`config.mk`:
```
export PLATFORM = sky130hd
export DESIGN_NAME = slip_interval_timer
export DESIGN_NICKNAME = d
export VERILOG_FILES = /design/src/rtl/slip_timer_pkg.sv /design/src/rtl/ld_down_counter.sv /design/src/rtl/slip_interval_timer.sv
export SDC_FILE = /design/constraint.sdc
export NUM_CORES = 1
export LEC_CHECK = 0
export BUFFER_PORTS_ARGS = -buffer_cell sky130_fd_sc_hd__buf_2
export CELL_PAD_IN_SITES_DETAIL_PLACEMENT = 0
export CELL_PAD_IN_SITES_GLOBAL_PLACEMENT = 1
export CORE_UTILIZATION = 47
export CTS_CLUSTER_DIAMETER = 60
export CTS_CLUSTER_SIZE = 8
export DETAILED_ROUTE_END_ITERATION = 8
export PLACE_DENSITY = 0.83
export RECOVER_POWER = 100
export SLEW_MARGIN = 20
export SYNTH_ARGS = -nofsm -noshare
export SYNTH_HDL_FRONTEND = slang
export SYNTH_SLANG_ARGS = --single-unit
```
`constraint.sdc`:
```
create_clock -name MasterClock -period 2.9 [get_ports MasterClock]
set_input_delay 0.29 -clock MasterClock [delete_from_list [all_inputs] [get_ports MasterClock]]
set_output_delay 0.29 -clock MasterClock [all_outputs]
set_load 0.05 [all_outputs]
```
`src/rtl/slip_timer_pkg.sv`:
```
// Shared register map, control bit positions and control register layout for the interval timer.
package slip_timer_pkg;

    localparam int unsigned ADDR_W = 2;
    localparam int unsigned DATA_W = 8;

    localparam logic [ADDR_W-1:0] TMR_LO  = 2'd0;
    localparam logic [ADDR_W-1:0] TMR_HI  = 2'd1;
    localparam logic [ADDR_W-1:0] TMR_CTL = 2'd2;
    localparam logic [ADDR_W-1:0] TMR_PRE = 2'd3;

    localparam int unsigned CTL_RUN = 0;
    localparam int unsigned CTL_PER = 1;
    localparam int unsigned CTL_IEN = 2;
    localparam int unsigned CTL_INT = 7;

    // Control register as seen on a read; reserved bits always read 0.
    typedef struct packed {
        logic       int_flag;
        logic [3:0] rsvd;
        logic       ien;
        logic       per;
        logic       run;
    } ctl_t;

endpackage

```
`src/rtl/ld_down_counter.sv`:
```
// Loadable down-counter built from per-bit load-or-hold cells with a ripple toggle-enable chain.
module ld_down_counter #(
    parameter int unsigned WIDTH = 16
) (
    input  logic             clk,
    input  logic             rst_n,
    input  logic             load_i,
    input  logic [WIDTH-1:0] load_data_i,
    input  logic             en_i,
    output logic [WIDTH-1:0] count_o,
    output logic             zero_c_o
);

    logic [WIDTH-1:0] cnt_q;
    logic [WIDTH-1:0] cnt_d;
    logic [WIDTH:0]   zchain;

    // Per-bit AO2A: load selects new data, otherwise hold or toggle when all lower bits are zero.
    always_comb begin
        zchain    = '0;
        cnt_d     = cnt_q;
        zchain[0] = 1'b1;
        for (int n = 0; n < int'(WIDTH); n++) begin
            cnt_d[n]    = (load_i & load_data_i[n]) |
                          (~load_i & (cnt_q[n] ^ (en_i & zchain[n])));
            zchain[n+1] = zchain[n] & ~cnt_q[n];
        end
    end

    // Counter state register.
    always_ff @(posedge clk or negedge rst_n) begin
        if (!rst_n) begin
            cnt_q <= '0;
        end else begin
            cnt_q <= cnt_d;
        end
    end

    assign count_o  = cnt_q;
    assign zero_c_o = zchain[WIDTH];

endmodule

```
`src/rtl/slip_interval_timer.sv`:
```
// Programmable interval timer: prescaler, down-counter, one-shot/periodic modes, IRQ handshake.
module slip_interval_timer
    import slip_timer_pkg::*;
#(
    parameter int unsigned WIDTH = 16,
    parameter int unsigned PRE_W = 8
) (
    input  logic              MasterClock,
    input  logic              RESETL,
    input  logic              CKEN,
    input  logic              WR,
    input  logic              RD,
    input  logic [ADDR_W-1:0] ADDR,
    input  logic [DATA_W-1:0] DIN,
    output logic [DATA_W-1:0] DOUT,
    output logic              INT,
    input  logic              INTACK,
    output logic              TC
);

    localparam int unsigned HI_W = WIDTH - 8;

    logic [7:0]       reload_lo_q, reload_lo_d;
    logic [HI_W-1:0]  reload_hi_q, reload_hi_d;
    logic [PRE_W-1:0] pre_val_q, pre_val_d;
    logic [PRE_W-1:0] pre_cnt_q, pre_cnt_d;
    logic [HI_W-1:0]  shadow_q, shadow_d;
    logic             run_q, run_d;
    logic             per_q, per_d;
    logic             ien_q, ien_d;
    logic             int_q, int_d;
    logic             tc_q, tc_d;

    logic             wr_lo, wr_hi, wr_ctl, wr_pre;
    logic             tick;
    logic             cnt_load;
    logic [WIDTH-1:0] cnt_load_data;
    logic             cnt_en;
    logic [WIDTH-1:0] count;
    logic             cnt_zero;
    ctl_t             ctl_rd;

    ld_down_counter #(.WIDTH(WIDTH)) u_cnt (
        .clk         (MasterClock),
        .rst_n       (RESETL),
        .load_i      (cnt_load),
        .load_data_i (cnt_load_data),
        .en_i        (cnt_en),
        .count_o     (count),
        .zero_c_o    (cnt_zero)
    );

    // Register decode, tick generation, counter control and next-state for all timer registers.
    always_comb begin
        wr_lo  = WR && (ADDR == TMR_LO);
        wr_hi  = WR && (ADDR == TMR_HI);
        wr_ctl = WR && (ADDR == TMR_CTL);
        wr_pre = WR && (ADDR == TMR_PRE);

        tick = CKEN && run_q && (pre_cnt_q == pre_val_q);

        // A high-byte write loads the count and overrides any tick in the same cycle.
        cnt_load      = wr_hi || (tick && cnt_zero && per_q);
        cnt_load_data = wr_hi ? {HI_W'(DIN), reload_lo_q} : {reload_hi_q, reload_lo_q};
        cnt_en        = tick && !cnt_zero && !wr_hi;
        tc_d          = tick && cnt_zero && !wr_hi;

        reload_lo_d = wr_lo  ? DIN : reload_lo_q;
        reload_hi_d = wr_hi  ? HI_W'(DIN) : reload_hi_q;
        pre_val_d   = wr_pre ? PRE_W'(DIN) : pre_val_q;

        pre_cnt_d = pre_cnt_q;
        if (wr_hi || wr_pre) begin
            pre_cnt_d = '0;
        end else if (CKEN && run_q) begin
            pre_cnt_d = (pre_cnt_q == pre_val_q) ? '0 : pre_cnt_q + PRE_W'(1);
        end

        run_d = run_q;
        per_d = per_q;
        ien_d = ien_q;
        if (wr_ctl) begin
            run_d = DIN[CTL_RUN];
            per_d = DIN[CTL_PER];
            ien_d = DIN[CTL_IEN];
        end else if (tc_d && !per_q) begin
            run_d = 1'b0;
        end

        // Set on the visible TC strobe dominates any clear in the same cycle.
        int_d = int_q;
        if (tc_q && ien_q) begin
            int_d = 1'b1;
        end else if (INTACK || wr_ctl) begin
            int_d = 1'b0;
        end

        shadow_d = (RD && (ADDR == TMR_LO)) ? count[WIDTH-1:8] : shadow_q;
    end

    // Timer register state.
    always_ff @(posedge MasterClock or negedge RESETL) begin
        if (!RESETL) begin
            reload_lo_q <= '0;
            reload_hi_q <= '0;
            pre_val_q   <= '0;
            pre_cnt_q   <= '0;
            shadow_q    <= '0;
            run_q       <= 1'b0;
            per_q       <= 1'b0;
            ien_q       <= 1'b0;
            int_q       <= 1'b0;
            tc_q        <= 1'b0;
        end else begin
            reload_lo_q <= reload_lo_d;
            reload_hi_q <= reload_hi_d;
            pre_val_q   <= pre_val_d;
            pre_cnt_q   <= pre_cnt_d;
            shadow_q    <= shadow_d;
            run_q       <= run_d;
            per_q       <= per_d;
            ien_q       <= ien_d;
            int_q       <= int_d;
            tc_q        <= tc_d;
        end
    end

    // Read mux; the high byte comes from the shadow captured by the last low-byte read.
    always_comb begin
        ctl_rd          = '0;
        ctl_rd.run      = run_q;
        ctl_rd.per      = per_q;
        ctl_rd.ien      = ien_q;
        ctl_rd.int_flag = int_q;
        case (ADDR)
            TMR_LO:  DOUT = count[7:0];
            TMR_HI:  DOUT = DATA_W'(shadow_q);
            TMR_CTL: DOUT = ctl_rd;
            default: DOUT = DATA_W'(pre_val_q);
        endcase
    end

    assign INT = int_q;
    assign TC  = tc_q;

endmodule

```
==> results.json, run 1 <==
{
  "coreArea_mm2": 0.00606,
  "wl_per_cell_um": 18.1,
  "seq_power_share": 0.503,
  "drive_above_1_share": 0.219,
  "fin_area_mm2": 0.00337,
  "finalCriticalPeriod_ns": 2.49,
  "synth_cells": 271,
  "ir_worst_vdd_mv": 0.285,
  "placed_cells": 365,
  "synth_most_common_cell": "dfrtp_1",
  "endpoint_kind": "flip-flop",
  "area_growth_pct": 11.7,
  "placed_area_mm2": 0.00324,
  "place_congestion": 0.840,
  "ios": 26,
  "fin_tns_setup_ns": 0,
  "clkTransAtPathRegs_ns": 0.07,
  "slew_headroom": 0.0166,
  "clock.fmax_ghz": 0.402,
  "whs_ns": 0.228,
  "critPathKind": "input port to flip-flop",
  "drtPass1Iterations": 4,
  "fin_skew_ns": 0.0107,
  "ys_seq_area_frac": 0.505,
  "tightest_slew_ns": 1.48,
  "ys_types": 43,
  "clock_path_buffers": 2,
  "start_kind": "input port",
  "drc": 0,
  "ys.flop_type": "dfrtp_1",
  "clockPowerShare": 0.288,
  "post_drt_via_cell_ratio": 5.85,
  "cts_buffers": 9,
  "power_density_mw_per_mm2": 689,
  "synth.top_cell.area_share": 0.505,
  "overflow": 0,
  "grt_pass1_wl_um": 11100,
  "clkLatencyLatePin_ns": 0.33,
  "synth-async-reset-ratio": 1.00,
  "cp_max_fo": 31,
  "antenna_found_initial": 0,
  "synth_edf_count": 0,
  "cts_root_buf": "clkbuf_8",
  "yosysTopAreaCell": "dfrtp_1",
  "portBuffers": 25,
  "cts_sinks": 61,
  "tritoncts": "built",
  "yosysWarnings": 0,
  "grt_max_degree": 62,
  "cts_repair_resize_count": 0,
  "drv_cap": 0,
  "rows": 28,
  "first_global_vias": 2189,
  "start_util": 0.499,
  "p_leak_uw": 0.00144,
  "intPower_uw": 1580,
  "report.final.slew_viol_count": 0,
  "finalNonFillerCells": 381,
  "crit_required_ns": 3.16,
  "setup_viol": 0,
  "wl_um": 6890,
  "final_util": 0.557,
  "r2r_setup_slack_ns": 0.42,
  "nets": 319,
  "status": "completed",
  "ctsHoldBuffers": 0,
  "die_h_um": 82.2,
  "hold_viol": 0,
  "ctsHtreeMaxLevel": 3,
  "synth_fp_nets": 289,
  "cts_setup_buffers": 0,
  "dpl.hpwl_um": 4920,
  "synthTopCellsByArea": "dfrtp_1 51%, mux2_2 12%, xor2_1 4.1%",
  "synth_area_per_cell_um2": 11.1,
  "fin_crit_sh": 0.857,
  "arrival_ns": 2.74,
  "ant_nets": 0,
  "syn_area_mm2": 0.00302,
  "antennaDiodeCount": 0,
  "die_width_um": 82.2,
  "track_usage": 0.230,
  "first_iter_violations": 105,
  "pwr-share-comb": 0.209,
  "synthTopCellsByCount": "61 x dfrtp_1, 32 x mux2_2, 28 x nor2_1",
  "fp.dieArea_mm2": 0.00675,
  "ys_ff_latch": 61,
  "rsz0062_at_grt": "no",
  "swShare": 0.322,
  "hold_path.class": "input port to flip-flop",
  "p_sw_uw": 748,
  "dr_total_vias": 2229
}
[path summary, 6_finish.rpt]
kind                                             from                    endpoint  cells past startpoint
hold reg to reg            reload_hi_q[4]$_DFFE_PN0P_  reload_hi_q[4]$_DFFE_PN0P_                      1
setup / recovery                              ADDR[0]  u_cnt.count_o[2]$_DFF_PN0_                      7
hold / removal                                 DIN[4]  reload_lo_q[4]$_DFFE_PN0P_                      2
setup reg to reg             pre_cnt_q[4]$_DFFE_PN0P_  u_cnt.count_o[2]$_DFF_PN0_                      7
max in group asynchronous                      RESETL  reload_lo_q[3]$_DFFE_PN0P_                      2
min in group asynchronous                      RESETL           ien_q$_DFFE_PN0P_                      2
[cell families after synthesis]
kind of cell	share of synthesized area
compound gates	0.0928
xor+xnor	0.0464
fa+ha+maj	0.00828
buf+inv	0.0199
flops	0.505
mux	0.169
simple gates	0.159
[metrics by stage]
step,setup WS (ns),total power (uW)
after floorplan,0.554,1520
after CTS,0.499,2350
after global routing,0.163,2440
after detailed placement,0.522,1680
final,0.413,2330
after global placement,0.532,1660
[final cells by class]
class	instances	area, um^2
fillers	553	2690
clock buffers	15	166
inverters	4	15.0
multi-input cells	195	1440
flip-flops and latches	61	1530
repair buffers	30	133
clock inverters	1	5.00
well taps	75	93.8
[sequential cells by signal, summed over array words and instances, names as in the netlist]
register,cells
per_q,1
pre_val_q,8
INT,1
reload_hi_q,8
reload_lo_q,8
run_q,1
ien_q,1
TC,1
u_cnt.count_o,16
shadow_q,8
pre_cnt_q,8
[routing by layer]
metal,up-vias,track usage,part of all wire
met2,55,0.348,0.47
met3,6,0.0527,0.054
met5,-,0,0
li1,1049,-,-
met1,1119,0.320,0.46
met4,0,0.0930,0.011
[cells in the final DEF (no fill, tap or decap), types with 3 or more instances in the layout]
cell type	n
a21oi_1	15
a31oi_1	8
buf_2	14
clkbuf_1	18
clkbuf_8	11
dfrtp_1	61
inv_1	4
mux2_1	3
mux2_2	29
mux2i_1	6
mux4_2	4
nand2_1	12
nand3_1	10
nor2_1	28
nor3_1	7
nor4_1	3
o21ai_0	13
or3_1	6
xor2_1	14
[critical path, cell delays in order]
cell and delay [ns]:
clkbuf_1 0.69, and3b_1 0.52, clkbuf_1 0.32, a41oi_1 0.07
clkbuf_2 0.41, a21boi_0 0.25, a21oi_1 0.16
[power groups by stage]
| stage | logic [uW] | registers [uW] | clock network [uW] |
|---|---|---|---|
| floorplan | 392 | 1130 | 0 |
| global placement | 489 | 1170 | 0 |
| detailed placement | 499 | 1180 | 0 |
| CTS | 501 | 1170 | 683 |
| global route | 530 | 1190 | 716 |
| finish | 487 | 1170 | 670 |
(Power assumes the default switching activity.)
==> run 2, diff against run 1 <==
--- a/config.mk
+++ b/config.mk
@@ -7,2 +7,3 @@
 export LEC_CHECK = 0
+export ABC_CLOCK_PERIOD_IN_PS = 2900
 export BUFFER_PORTS_ARGS = -buffer_cell sky130_fd_sc_hd__buf_2
@@ -10,2 +11,3 @@
 export CELL_PAD_IN_SITES_GLOBAL_PLACEMENT = 1
+export CORE_ASPECT_RATIO = 0.8
 export CORE_UTILIZATION = 47
==> constraint.sdc (replaced) <==
create_clock -name MasterClock -period 2.9 [get_ports MasterClock]
set_input_delay 0.145 -clock MasterClock [delete_from_list [all_inputs] [get_ports MasterClock]]
set_output_delay 0.145 -clock MasterClock [all_outputs]
set_load 0.05 [all_outputs]
==> results.json, run 2 (synthesis gave the netlist of run 1 again) <==
{
  "tightest_slew_ns": 1.88,
  "dpl.hpwl_um": 5290,
  "path_delay_family": "simple AND/OR/NAND/NOR gates",
  "track_usage": 0.248,
  "fin_tns_setup_ns": 0,
  "r2r_setup_slack_ns": 0.38,
  "area_growth_pct": 14.9,
  "drtPass1Iterations": 4,
  "tritoncts": "built",
  "finalNonFillerCells": 391,
  "antenna_found_initial": 0,
  "hold_path.class": "input port to flip-flop",
  "wl_um": 7310,
  "cp.depth": 6,
  "crit_path_cell_trace": "nor4_2, nand4_2, or4_1, or4_4, xor2_1, a21oi_1",
  "critPathBufInv": 0,
  "antennaDiodeCount": 0,
  "critPathMaxStageDelay_ns": 0.55,
  "clkLatencyLatePin_ns": 0.35,
  "cts_sinks": 61,
  "dr_total_vias": 2274,
  "overflow": 0,
  "clock.fmax_ghz": 0.397,
  "drv_cap": 1,
  "grt_max_degree": 35,
  "violations": "max-capacitance violations, max-slew violations",
  "dp_worst_setup_slack_ns": 0.540,
  "slowest_stage": "nor4_2",
  "fp.dieArea_mm2": 0.00676,
  "fin_crit_sh": 0.868,
  "first_iter_violations": 160,
  "grt_pass1_wl_um": 12200,
  "rr_endpoint": "u_cnt.count_o[13]$_DFF_PN0_",
  "first_global_vias": 2286,
  "drc": 0,
  "critPathKind": "flip-flop to flip-flop",
  "rows": 25,
  "slew_headroom": -0.250,
  "worst_slack_ns": 0.383,
  "clkTransAtPathRegs_ns": 0.07,
  "timing.rr.start": "u_cnt.count_o[5]$_DFF_PN0_",
  "final_cell_mix": "61 x dfrtp_1, 28 x nor2_1, 25 x mux2_2",
  "post_drt_via_cell_ratio": 5.82,
  "endpoint_kind": "flip-flop",
  "hold_viol": 0,
  "critPathLaunch": "u_cnt.count_o[5]$_DFF_PN0_",
  "fin_skew_ns": 0.00742,
  "portBuffers": 25,
  "coreArea_mm2": 0.00607,
  "start_util": 0.498,
  "rsz0062_at_grt": "no",
  "die_h_um": 73.7,
  "cts_root_buf": "clkbuf_8",
  "nets": 323,
  "clock_path_buffers": 2,
  "report.final.slew_viol_count": 35,
  "endpoint": "u_cnt.count_o[13]$_DFF_PN0_",
  "p_leak_uw": 0.00147,
  "ir_worst_vdd_mv": 0.315,
  "cts_repair_resize_count": 0,
  "worst-r2r-cell-count": 6,
  "cts_buffers": 9,
  "num-fill-cells": 563,
  "whs_ns": 0.0427,
  "crit_required_ns": 3.18,
  "status": "complete, but fails checks",
  "wl_per_cell_um": 18.7,
  "die_width_um": 91.6,
  "ios": 26,
  "ctsHtreeMaxLevel": 3,
  "largest_reg_flops": 16,
  "drive_above_1_share": 0.223,
  "ant_nets": 0,
  "power_density_mw_per_mm2": 733,
  "placed_cells": 374,
  "start_kind": "flip-flop",
  "finalCriticalPeriod_ns": 2.52,
  "final_common_cell": "dfrtp_1",
  "arrival_ns": 2.79,
  "setup_viol": 0,
  "cp_max_fo": 6,
  "place_congestion": 0.900
}
[run 2: how the worst min path moves through the flow]
stage          startpoint                          to  depth (start not counted)
5_1_grt            DIN[0]  reload_lo_q[0]$_DFFE_PN0P_                          3
6_report           DIN[0]  reload_lo_q[0]$_DFFE_PN0P_                          3
3_3_place_gp       RESETL    pre_cnt_q[3]$_DFFE_PN0P_                          1
2_1_floorplan      RESETL             INT$_DFFE_PN0P_                          0
4_1_cts            DIN[0]  reload_lo_q[0]$_DFFE_PN0P_                          3
3_5_place_dp       RESETL    pre_cnt_q[3]$_DFFE_PN0P_                          1
[run 2: report_power, final]
| group | total (uW) | switching [uW] | internal [uW] |
|---|---|---|---|
| Sequential | 1170 | 150 | 1020 |
| Clock | 877 | 363 | 514 |
| Combinational | 500 | 296 | 203 |
| Total | 2540 | 809 | 1730 |
[run 2: cell type report]
class / count / area, um^2 / share of cell area
tap: 81 / 101 / 0.0292
clock inverter: 6 / 93.8 / 0.0270
timing repair buffer: 34 / 163 / 0.0469
inverter: 4 / 15.0 / 0.00433
sequential: 61 / 1530 / 0.440
multi-input combinational: 195 / 1430 / 0.413
clock buffer: 10 / 138 / 0.0397
[run 2: per-stage QoR]
step,util,instance area [um^2],power [uW]
2_1_floorplan,-,3020,1520
3_3_place_gp,0.539,3270,1680
3_5_place_dp,0.539,3270,1690
4_1_cts,0.579,3510,2570
5_1_grt,0.572,3470,2670
6_report,0.572,3470,2540
[run 2: routing by layer]
layer	global-route usage	up-vias	wire, um	part of all wire
met5	0	-	0	0
met4	0.0617	0	45	0.0062
met2	0.358	78	3100	0.42
met1	0.359	1132	3640	0.50
met3	0.0807	5	521	0.071
li1	-	1059	-	-
[run 2: worst min-delay path, cell delays in order]
cell,delay (ns)
buf_2,0.10
nand2_1,0.04
o21ai_0,0.06
[run 2: what timing repair did]
action	CTS	global route
hold buffers	1	0
setup endpoints to repair	0	0
endpoints found under the hold margin	32	0
buffers inserted	0	0
